$ cat src/rtl/tone_prescaler.sv
// -----------------------------------------------------------------------------
// tone_prescaler
//
// Note-rate strobe generator feeding the sine-table address counter. A note
// (code + duration) is taken over a valid/ready handshake; while it plays,
// tone_en pulses once every DIV[code] cycles so that a TABLE_SIZE-entry sine
// table is swept once per note period. Duration is counted in tick_1ms
// strobes and completion is reported with a one-cycle done pulse.
//
// Optional feature: define TONE_GAP_EN to append 8 ticks of silence (GAP
// state) after every played note, before done is pulsed.
//
// Ports:
//   clk         system clock
//   resetN      asynchronous active-low reset
//   note_valid  note request valid
//   note_ready  block can accept a note (high in IDLE)
//   note_code   0 = rest, 1..15 = C4..D5 chromatic
//   dur_ticks   note length in 1 ms ticks (0 = complete immediately)
//   tick_1ms    one-cycle 1 ms strobe from the system timebase
//   stop        synchronous abort of the current note / gap
//   tone_en     one-cycle strobe to the downstream counter enable
//   playing     note, rest or gap in progress
//   done        one-cycle pulse when a note ends
// -----------------------------------------------------------------------------
module tone_prescaler #(
   parameter int CLK_HZ     = 50000000,
   parameter int TABLE_SIZE = 256,
   parameter int DIV_W      = 16,
   parameter int DUR_W      = 8
) (
   input  logic             clk,
   input  logic             resetN,
   input  logic             note_valid,
   output logic             note_ready,
   input  logic [3:0]       note_code,
   input  logic [DUR_W-1:0] dur_ticks,
   input  logic             tick_1ms,
   input  logic             stop,
   output logic             tone_en,
   output logic             playing,
   output logic             done
);

   // Note frequencies in Hz, C4..D5 chromatic; code 0 is a rest.
   function automatic int note_hz(input int k);
      case (k)
         1:       return 262;
         2:       return 277;
         3:       return 294;
         4:       return 311;
         5:       return 330;
         6:       return 349;
         7:       return 370;
         8:       return 392;
         9:       return 415;
         10:      return 440;
         11:      return 466;
         12:      return 494;
         13:      return 523;
         14:      return 554;
         15:      return 587;
         default: return 0;
      endcase
   endfunction

   // Rounded integer divide, evaluated at elaboration only.
   function automatic longint div_of(input int k);
      longint den;
      den = longint'(TABLE_SIZE) * longint'(note_hz(k));
      if (den == 0) return 0;
      return (longint'(CLK_HZ) + den / 2) / den;
   endfunction

   // Divide ROM: constant per code, range-checked against DIV_W.
   logic [DIV_W-1:0] div_rom [16];

   for (genvar k = 0; k < 16; k++) begin : g_rom
      localparam longint DV = div_of(k);
      if (k != 0 && (DV < 1 || DV >= (longint'(1) << DIV_W))) begin : g_bad
         $error("tone_prescaler: DIV[%0d]=%0d does not fit in DIV_W=%0d bits",
                k, DV, DIV_W);
      end
      assign div_rom[k] = DIV_W'(DV);
   end

`ifdef TONE_GAP_EN
   typedef enum logic [1:0] {IDLE, PLAY, GAP} state_t;
   logic [2:0]       gap_cnt, gap_cnt_d;
`else
   typedef enum logic [1:0] {IDLE, PLAY} state_t;
`endif

   state_t           state, state_d;
   logic [DIV_W-1:0] div_cnt, div_cnt_d;
   logic [DIV_W-1:0] div_last;
   logic [DUR_W-1:0] dur_cnt, dur_cnt_d;
   logic [3:0]       div_sel, div_sel_d;
   logic             tone_en_d, done_d;
   logic             strobe;

   // ---------------------------------------------------------------- state
   always_ff @(posedge clk or negedge resetN) begin
      if (!resetN) begin
         state   <= IDLE;
         div_cnt <= '0;
         dur_cnt <= '0;
         div_sel <= '0;
         tone_en <= 1'b0;
         done    <= 1'b0;
`ifdef TONE_GAP_EN
         gap_cnt <= '0;
`endif
      end else begin
         state   <= state_d;
         div_cnt <= div_cnt_d;
         dur_cnt <= dur_cnt_d;
         div_sel <= div_sel_d;
         tone_en <= tone_en_d;
         done    <= done_d;
`ifdef TONE_GAP_EN
         gap_cnt <= gap_cnt_d;
`endif
      end
   end

   // -------------------------------------------------- next state / outputs
   always_comb begin
      state_d   = state;
      div_cnt_d = div_cnt;
      dur_cnt_d = dur_cnt;
      div_sel_d = div_sel;
      tone_en_d = 1'b0;
      done_d    = 1'b0;
`ifdef TONE_GAP_EN
      gap_cnt_d = gap_cnt;
`endif

      div_last = div_rom[div_sel] - DIV_W'(1);
      // Rests never strobe; their divider stays parked at 0.
      strobe   = (div_sel != 4'd0) && (div_cnt == div_last);

      case (state)
         IDLE: begin
            // stop outranks a request arriving in the same cycle.
            if (note_valid && !stop) begin
               div_sel_d = note_code;
               dur_cnt_d = dur_ticks;
               div_cnt_d = '0;
               if (dur_ticks == '0) done_d  = 1'b1;
               else                 state_d = PLAY;
            end
         end

         PLAY: begin
            if (stop) begin
               state_d   = IDLE;
               div_cnt_d = '0;
               dur_cnt_d = '0;
               done_d    = 1'b1;
            end else begin
               // A strobe that lands on the expiry edge is still issued.
               tone_en_d = strobe;
               if (div_sel != 4'd0)
                  div_cnt_d = strobe ? '0 : div_cnt + DIV_W'(1);
               if (tick_1ms) begin
                  if (dur_cnt == DUR_W'(1)) begin
                     dur_cnt_d = '0;
                     div_cnt_d = '0;
`ifdef TONE_GAP_EN
                     state_d   = GAP;
                     gap_cnt_d = '0;
`else
                     state_d   = IDLE;
                     done_d    = 1'b1;
`endif
                  end else begin
                     dur_cnt_d = dur_cnt - DUR_W'(1);
                  end
               end
            end
         end

`ifdef TONE_GAP_EN
         GAP: begin
            // Eight ticks of silence; the tick that ended PLAY is not one.
            if (stop) begin
               state_d   = IDLE;
               gap_cnt_d = '0;
               done_d    = 1'b1;
            end else if (tick_1ms) begin
               if (gap_cnt == 3'd7) begin
                  state_d   = IDLE;
                  gap_cnt_d = '0;
                  done_d    = 1'b1;
               end else begin
                  gap_cnt_d = gap_cnt + 3'd1;
               end
            end
         end
`endif

         default: state_d = IDLE;
      endcase
   end

   // Status follows the registered state, so the cycle that enters IDLE
   // already shows note_ready=1 / playing=0 alongside the done pulse.
   assign note_ready = (state == IDLE);
   assign playing    = (state != IDLE);

endmodule

$ cat config.mk
export PLATFORM = sky130hd
export DESIGN_NAME = tone_prescaler
export DESIGN_NICKNAME = d
export VERILOG_FILES = /design/src/rtl/tone_prescaler.sv
export SDC_FILE = /design/constraint.sdc
export NUM_CORES = 1
export LEC_CHECK = 0
export ABC_AREA = 1
export CORE_UTILIZATION = 40
export DETAILED_ROUTE_END_ITERATION = 12
export GPL_TIMING_DRIVEN = 0
export PLACE_DENSITY = 0.57
export SLEW_MARGIN = 20
export SYNTH_ARGS = -nofsm -noshare
export SYNTH_HDL_FRONTEND = slang
export SYNTH_SLANG_ARGS = --single-unit
$ cat constraint.sdc
create_clock -name clk -period 2.7 [get_ports clk]
set_input_delay 0.27 -clock clk [delete_from_list [all_inputs] [get_ports clk]]
set_output_delay 0.27 -clock clk [all_outputs]
set_load 0.02 [all_outputs]
==> metrics, run 1 <==
Total GRT Usage 0.2085; run status finished, violations left; ranking of synthesized cells by area dfrtp_1 27%, nand2_1 17%, nand3_1 7.7%; Layout area overhead 22.44%; number of iterations in the first detailed-routing pass 5; synth warn 0; Core Rows 30; GP Congestion 0.8465; CTS Buffer Depth 2; Post-Syn Area 2844 µm²; switch share 0.4916; area of the core 6832 µm²; NumNets Final about 500; Final min period 2711 ps; worst-margin pin slew 620.2 ps; maxcap violations 0; vias after detailed routing around 2900; Mapped Cells 437; routed length per instance 13.13 µm; Final Hold Violating Endpoints 0; Comb power frac 0.600; setup violators final 4; ys async rst share 1.000; post-route setup TNS -17.80 ps; CTS buffer count 5; CP Capture Type flip-flop; clk root buf clkbuf_8; dpl ws -453.0 ps; first-pass GRT wire length roughly 12000 µm; Post-DP Area ~3200 µm²; final instance area 3482 µm²; clk_lat worst skew 290 ps; mux contribution to synthesized area 0; failing checks negative setup slack; final WL roughly 7500 µm; CTS clk-pin slew, worst paths around 80 ps; critical path peak fanout 6; Synth Area in Simple Gates 0.4452; Avg Inst Size Synth 6.508 µm²; clock sink count 31; I/O Buffers 20; antenna viol nets, final 0; #FFs+latches synth 31; clock share of power 0.144; Power Density 736.1 nW/µm²; largest net degree at the start of global routing 25; CP required approximately 2900 ps; f_max 368.9 MHz; post-synthesis adder-cell area fraction 0.04399; fin crit share 1.004; syn nets about 460; Yosys top cell area share 0.2728; Clock Skew between 10 and 15 ps; Psw 1.260 mW; largest family of logic cells by synthesized area simple AND/OR/NAND/NOR gates; Crit Path Category flip-flop to flip-flop; Diodes inserted 0; hold crit path type primary input to asynchronous set/reset pin; grt total ovfl 0; leading area contributor after synthesis dfrtp_1; starting DRC count in detailed routing 195; worst relative slew slack 0.5866; initial antenna violation count 0; die height 86.32 µm; number of synthesized flops with an enable pin 0; via/cell ratio 5.103; leakage power 1.621 nW; Pins Over Slew Limit 0; vias in the first global route between 2000 and 3000; layout cells sized above 1 0.1786; Sequential Power Share 0.256; ys flop type dfrtp_1; Synth Area in Compound Gates 0.09679; die width approximately 86 µm; number of distinct library cells after synthesis 33; Int Power 1.303 mW; Top-Level Pins 21; Max VDD drop 0.0003890 V; Data arrival, critical path 2870 ps; CTS tree built; final setup margin -10.90 ps; HPWL Detailed 5750 µm; XOR/XNOR Fraction of Synth Area 0.04575; total power 2.563 mW; CP Launch Type flip-flop; drt drc 0; H-tree levels 2; area of the die 7451 µm²; RSZ-0062 raised after global routing true; Initial Util 0.4163; sequential area share after synthesis 0.2728
[repair_timing]
item | in CTS | in global routing
endpoints found under the setup margin | 17 | 17
gates cloned | 1 | 0
endpoints found under the hold margin | 7 | 0
resized for setup | 12 | 28
hold buffers | 1 | 0
pin swaps | 6 | 5
buffers inserted | 4 | 4
[synthesized netlist by cell type (2+ instances only)]
library cell,number
buf_4,2
clkbuf_1,4
nand3b_1,7
and3_1,2
o21ai_0,17
nor2_2,3
nand3_1,44
ha_1,10
nor2_4,2
inv_2,7
nand4_1,7
xor2_1,12
nand2_2,11
buf_6,3
nand2_4,2
inv_1,46
nor2_1,38
nor3_2,2
nor2_8,2
nor4_1,2
a21oi_1,12
o21ai_1,13
a31oi_1,8
nand2_1,129
dfrtp_1,31
nand3_2,6
nor3_1,9
[power groups by stage]
stage,registers (mW),clock network (mW),logic (mW)
after floorplan,0.649,0,1.08
after global placement,0.671,0,1.36
after detailed placement,0.669,0,1.37
after CTS,0.653,0.375,1.45
after global routing,0.672,0.394,1.71
final,0.657,0.368,1.54
[cell families after synthesis]
| logic type | after synthesis |
|---|---|
| DFF | 31 |
| adders and majority gates | 10 |
| and+or+nand+nor | 266 |
| buffers and inverters | 64 |
| AOI/OAI and AO/OA | 52 |
| xor gates and xnor gates | 14 |
[flip-flops by register name, summed over array words and instances, names as in the netlist]
register	flops
div_cnt	16
dur_cnt	8
div_sel	4
done	1
state	1
tone_en	1
[layer usage]
metal / up-vias / wire (µm) / GRT usage
met5: - / 0 / 0
met3: 5 / 261 / 0.03333
met1: 1346 / 3710 / 0.2999
li1: 1503 / - / -
met2: 65 / 3491 / 0.3326
met4: 0 / 49 / 0.03788
[final timing paths]
check | cells past startpoint | end | slack (ps) | startpoint
max in group asynchronous | 3 | div_sel[1]$_DFFE_PN0P_ | 1900 | resetN
hold reg to reg | 2 | div_cnt[1]$_DFFE_PN0N_ | 570 | div_cnt[1]$_DFFE_PN0N_
hold / removal | 2 | div_cnt[15]$_DFFE_PN0N_ | 370 | resetN
setup reg to reg | 20 | div_cnt[5]$_DFFE_PN0N_ | -10 | div_sel[1]$_DFFE_PN0P_
min in group clk | 3 | div_sel[1]$_DFFE_PN0P_ | 560 | note_code[1]
setup / recovery | 20 | div_cnt[5]$_DFFE_PN0N_ | -10 | div_sel[1]$_DFFE_PN0P_
[final cells by class]
| cell class | count | area (µm²) |
|---|---|---|
| inverter | 54 | 212.7 |
| tap | 96 | 120.1 |
| sequential | 31 | 779.5 |
| timing repair buffer | 31 | 300.3 |
| buffer | 10 | 68.82 |
| multi-input combinational | 342 | 1919 |
| fill | 729 | 3349 |
| clock inverter | 1 | 5.005 |
| clock buffer | 7 | 76.32 |
[placed cells by master (no fill, tap or decap), types with 6 or more instances in the layout]
cell and count:
nand2_1 126, inv_1 44, nor2_1 37, nand3_1 37, dfrtp_1 28, clkdlybuf4s50_1 19
o21ai_0 13, nand2_2 12, o21ai_1 12, xor2_1 12, a21oi_1 11, nand3_2 11
buf_4 9, nor3_1 8, a31oi_1 8, ha_1 8, nand4_1 7, nand3b_1 7
clkbuf_1 6, o21ai_2 6, inv_2 6
[through the flow]
stage / hold slack, ps / instances / util
after floorplan: -25.59 / 437 / -
after global placement: 554.3 / 553 / 0.4632
after detailed placement: 150.6 / 554 / 0.4654
after CTS: 375.7 / 568 / 0.4916
after global routing: 400.0 / 572 / 0.5097
final: 367.7 / 572 / 0.5097
[critical path, cell delays in order, from the launching register on]
cell and delay, ps:
dfrtp_2 390, clkinv_4 90, ha_4 300, nand3_4 90, nand2_4 90, inv_4 40, ha_4 260, inv_2 20
nand2_1 50, nand3_1 60, nor2_1 80, o21ai_1 60, nor2_1 170, nand3_1 110, nor2_1 130, nand2_1 70
nor2_2 120, nand3_4 130, buf_6 170, nand3b_1 90, o21ai_2 70
Power figures use the tool's default switching activity.
==> run 2: changes to the inputs <==
- PLACE_DENSITY: 0.57 -> 0.55
- clock period: 2.7 -> 2.6 ns (I/O delays scaled with it)
==> metrics, run 2 (same netlist as run 1, synthesis figures left out) <==
run status finished, final reports clean; crit path from div_sel[0]$_DFFE_PN0P_; via/cell ratio 5.121 (+0.35%); Layout area overhead 23.89%; RR Startpoint div_sel[0]$_DFFE_PN0P_; Core Rows 30 (unchanged); maxcap violations 0 (unchanged); worst relative slew slack 0.6230 (+0.03647); leakage power 1.650 nW (+1.8%); NumNets Final 508 (+1.2%); CP required 2780 ps (-80 ps); total power 2.770 mW (+8.1%); Total GRT Usage 0.2352 (+0.02668); I/O Buffers 20 (unchanged); Max VDD drop 0.0003953 V (+1.6%); Clock Skew 9.565 ps (-2.050 ps); drt drc 0 (unchanged); largest registers div_cnt: 16 flops, dur_cnt: 8 flops, div_sel: 4 flops; CP Launch Type flip-flop; CTS tree built; number of flip-flops in the largest register 16 (unchanged); setup violators final 0 (-4); antenna viol nets, final 0 (unchanged); dpl ws -586.2 ps (-133.2 ps); final setup margin 2.482 ps (+13.38 ps); grt total ovfl 0 (unchanged); cell count after placement 554 (unchanged); clk root buf clkbuf_8; GP Congestion 0.8625 (+1.9%); critical path peak fanout 4 (-2); Worst path most repeated cell nand2_1; first-pass GRT wire length 13570 µm (+12%); clk_lat worst skew 290 ps (about the same); die height 86.32 µm (unchanged); Initial Util 0.4163 (unchanged); hold crit path type primary input to asynchronous set/reset pin; RSZ-0062 raised after global routing true; Final Hold Violating Endpoints 0 (unchanged); f_max 385.0 MHz (+4.4%); critical-path cell list inv_4 -> ha_4 -> nand3_4 -> nand2_4 -> inv_4 -> ha_4 -> inv_2 -> nand2_2 -> nand3_2 -> nor2_1 -> o21ai_1 -> nor2_2 -> nand3_2 -> nor2_2 -> nand2_1 -> nor2_2 -> nand3_2 -> buf_6 -> nand2_2 -> nand2_1 -> nand2_1 -> nand2_1; slowest cell delay on critical path 400 ps (about the same); Data arrival, critical path 2780 ps (-90 ps); CTS buffer count 5 (unchanged); final instance area 3523 µm² (+1.2%); Power Density 786.2 nW/µm² (+6.8%); routed length per instance 13.75 µm (+4.7%); CTS clk-pin slew, worst paths 70 ps (about the same); Pins Over Slew Limit 0 (unchanged); H-tree levels 2 (unchanged); area of the die 7451 µm² (unchanged); layout cells sized above 1 0.1888 (+0.01023); vias in the first global route 2768 (+8.9%); worst-margin pin slew 565.5 ps (-54.70 ps); Most flops, register div_cnt; final WL 7945 µm (+5.8%); Crit Path Category flip-flop to flip-flop; fin crit share 0.9990 (-0.004992); CP Capture Type flip-flop; CTS Buffer Depth 2 (unchanged); most frequent cells in the layout 125 x nand2_1, 44 x inv_1, 38 x nand3_1; starting DRC count in detailed routing 197 (+1.0%); Post-DP Area 3181 µm² (about the same); Final min period 2598 ps (-113.4 ps); final core occ 0.5158 (+0.006044); critical path's slowest cell dfrtp_2; area of the core 6832 µm² (unchanged); post-route setup TNS 0 ps (+17.80 ps); initial antenna violation count 0 (unchanged); largest net degree at the start of global routing 25 (unchanged); Non-Filler Instances 578 (+1.0%); number of iterations in the first detailed-routing pass 4 (-1); Diodes inserted 0 (unchanged); HPWL Detailed 5878 µm (+2.2%); Top-Level Pins 21 (unchanged); vias after detailed routing 2960 (+1.4%); clock sink count 31 (unchanged); final hold slack 359.2 ps (-8.550 ps); die width 86.32 µm (unchanged); most common cell after layout, fill and taps aside nand2_1
-- run 2: cell types whose count changed in the layout (fill, tap and decap cells not counted), sizes merged --
cell    delta
inv        +1
clkinv     -1
buf        +6
-- run 2: path summary, 6_finish.rpt --
check | to | cells after the start | slack, ps
min in group clk | div_sel[0]$_DFFE_PN0P_ | 3 | 540
hold / removal | div_cnt[15]$_DFFE_PN0N_ | 2 | 360
setup reg to reg | div_cnt[1]$_DFFE_PN0N_ | 22 | 2
hold reg to reg | div_cnt[1]$_DFFE_PN0N_ | 2 | 570
setup / recovery | div_cnt[1]$_DFFE_PN0N_ | 22 | 2
max in group asynchronous | div_sel[1]$_DFFE_PN0P_ | 3 | 1820
-- run 2: repair_timing --
item	CTS	global route
hold buffers	1	0
pin swaps	9	11
setup buffers	12	2
gates resized for setup	21	17
gates cloned	1	0
endpoints found under the setup margin	17	18
endpoints found under the hold margin	7	0
-- run 2: area by class of cell --
cell class,count,area (µm²)
plain buffers,10,68.82
clock buffers,7,76.32
clock inverters,1,5.005
fillers,703,3308
inverters,54,210.2
multi-input cells,342,1922
flip-flops and latches,31,779.5
well taps,96,120.1
repair buffers,37,341.6
-- run 2: worst max-delay path: cells and delay by family, from the launching register on --
family | cells | cell delay, ps
AOI/OAI and AO/OA | 1 | 80
adders and majority gates | 2 | 530
DFF | 1 | 400
buffers and inverters | 4 | 290
and+or+nand+nor | 15 | 1210
-- run 2: power breakdown --
group / total [mW] / switching [mW] / internal, mW
Combinational: 1.70 / 1.06 / 0.640
Clock: 0.389 / 0.201 / 0.188
Sequential: 0.682 / 0.105 / 0.577
Total: 2.77 / 1.36 / 1.41
-- run 2: metal layers --
metal,GRT usage,vias up,wire length (µm)
met5,0,-,0
met4,0.05909,0,74
met3,0.02857,8,349
met2,0.3896,71,3775
met1,0.3260,1373,3746
li1,-,1508,-
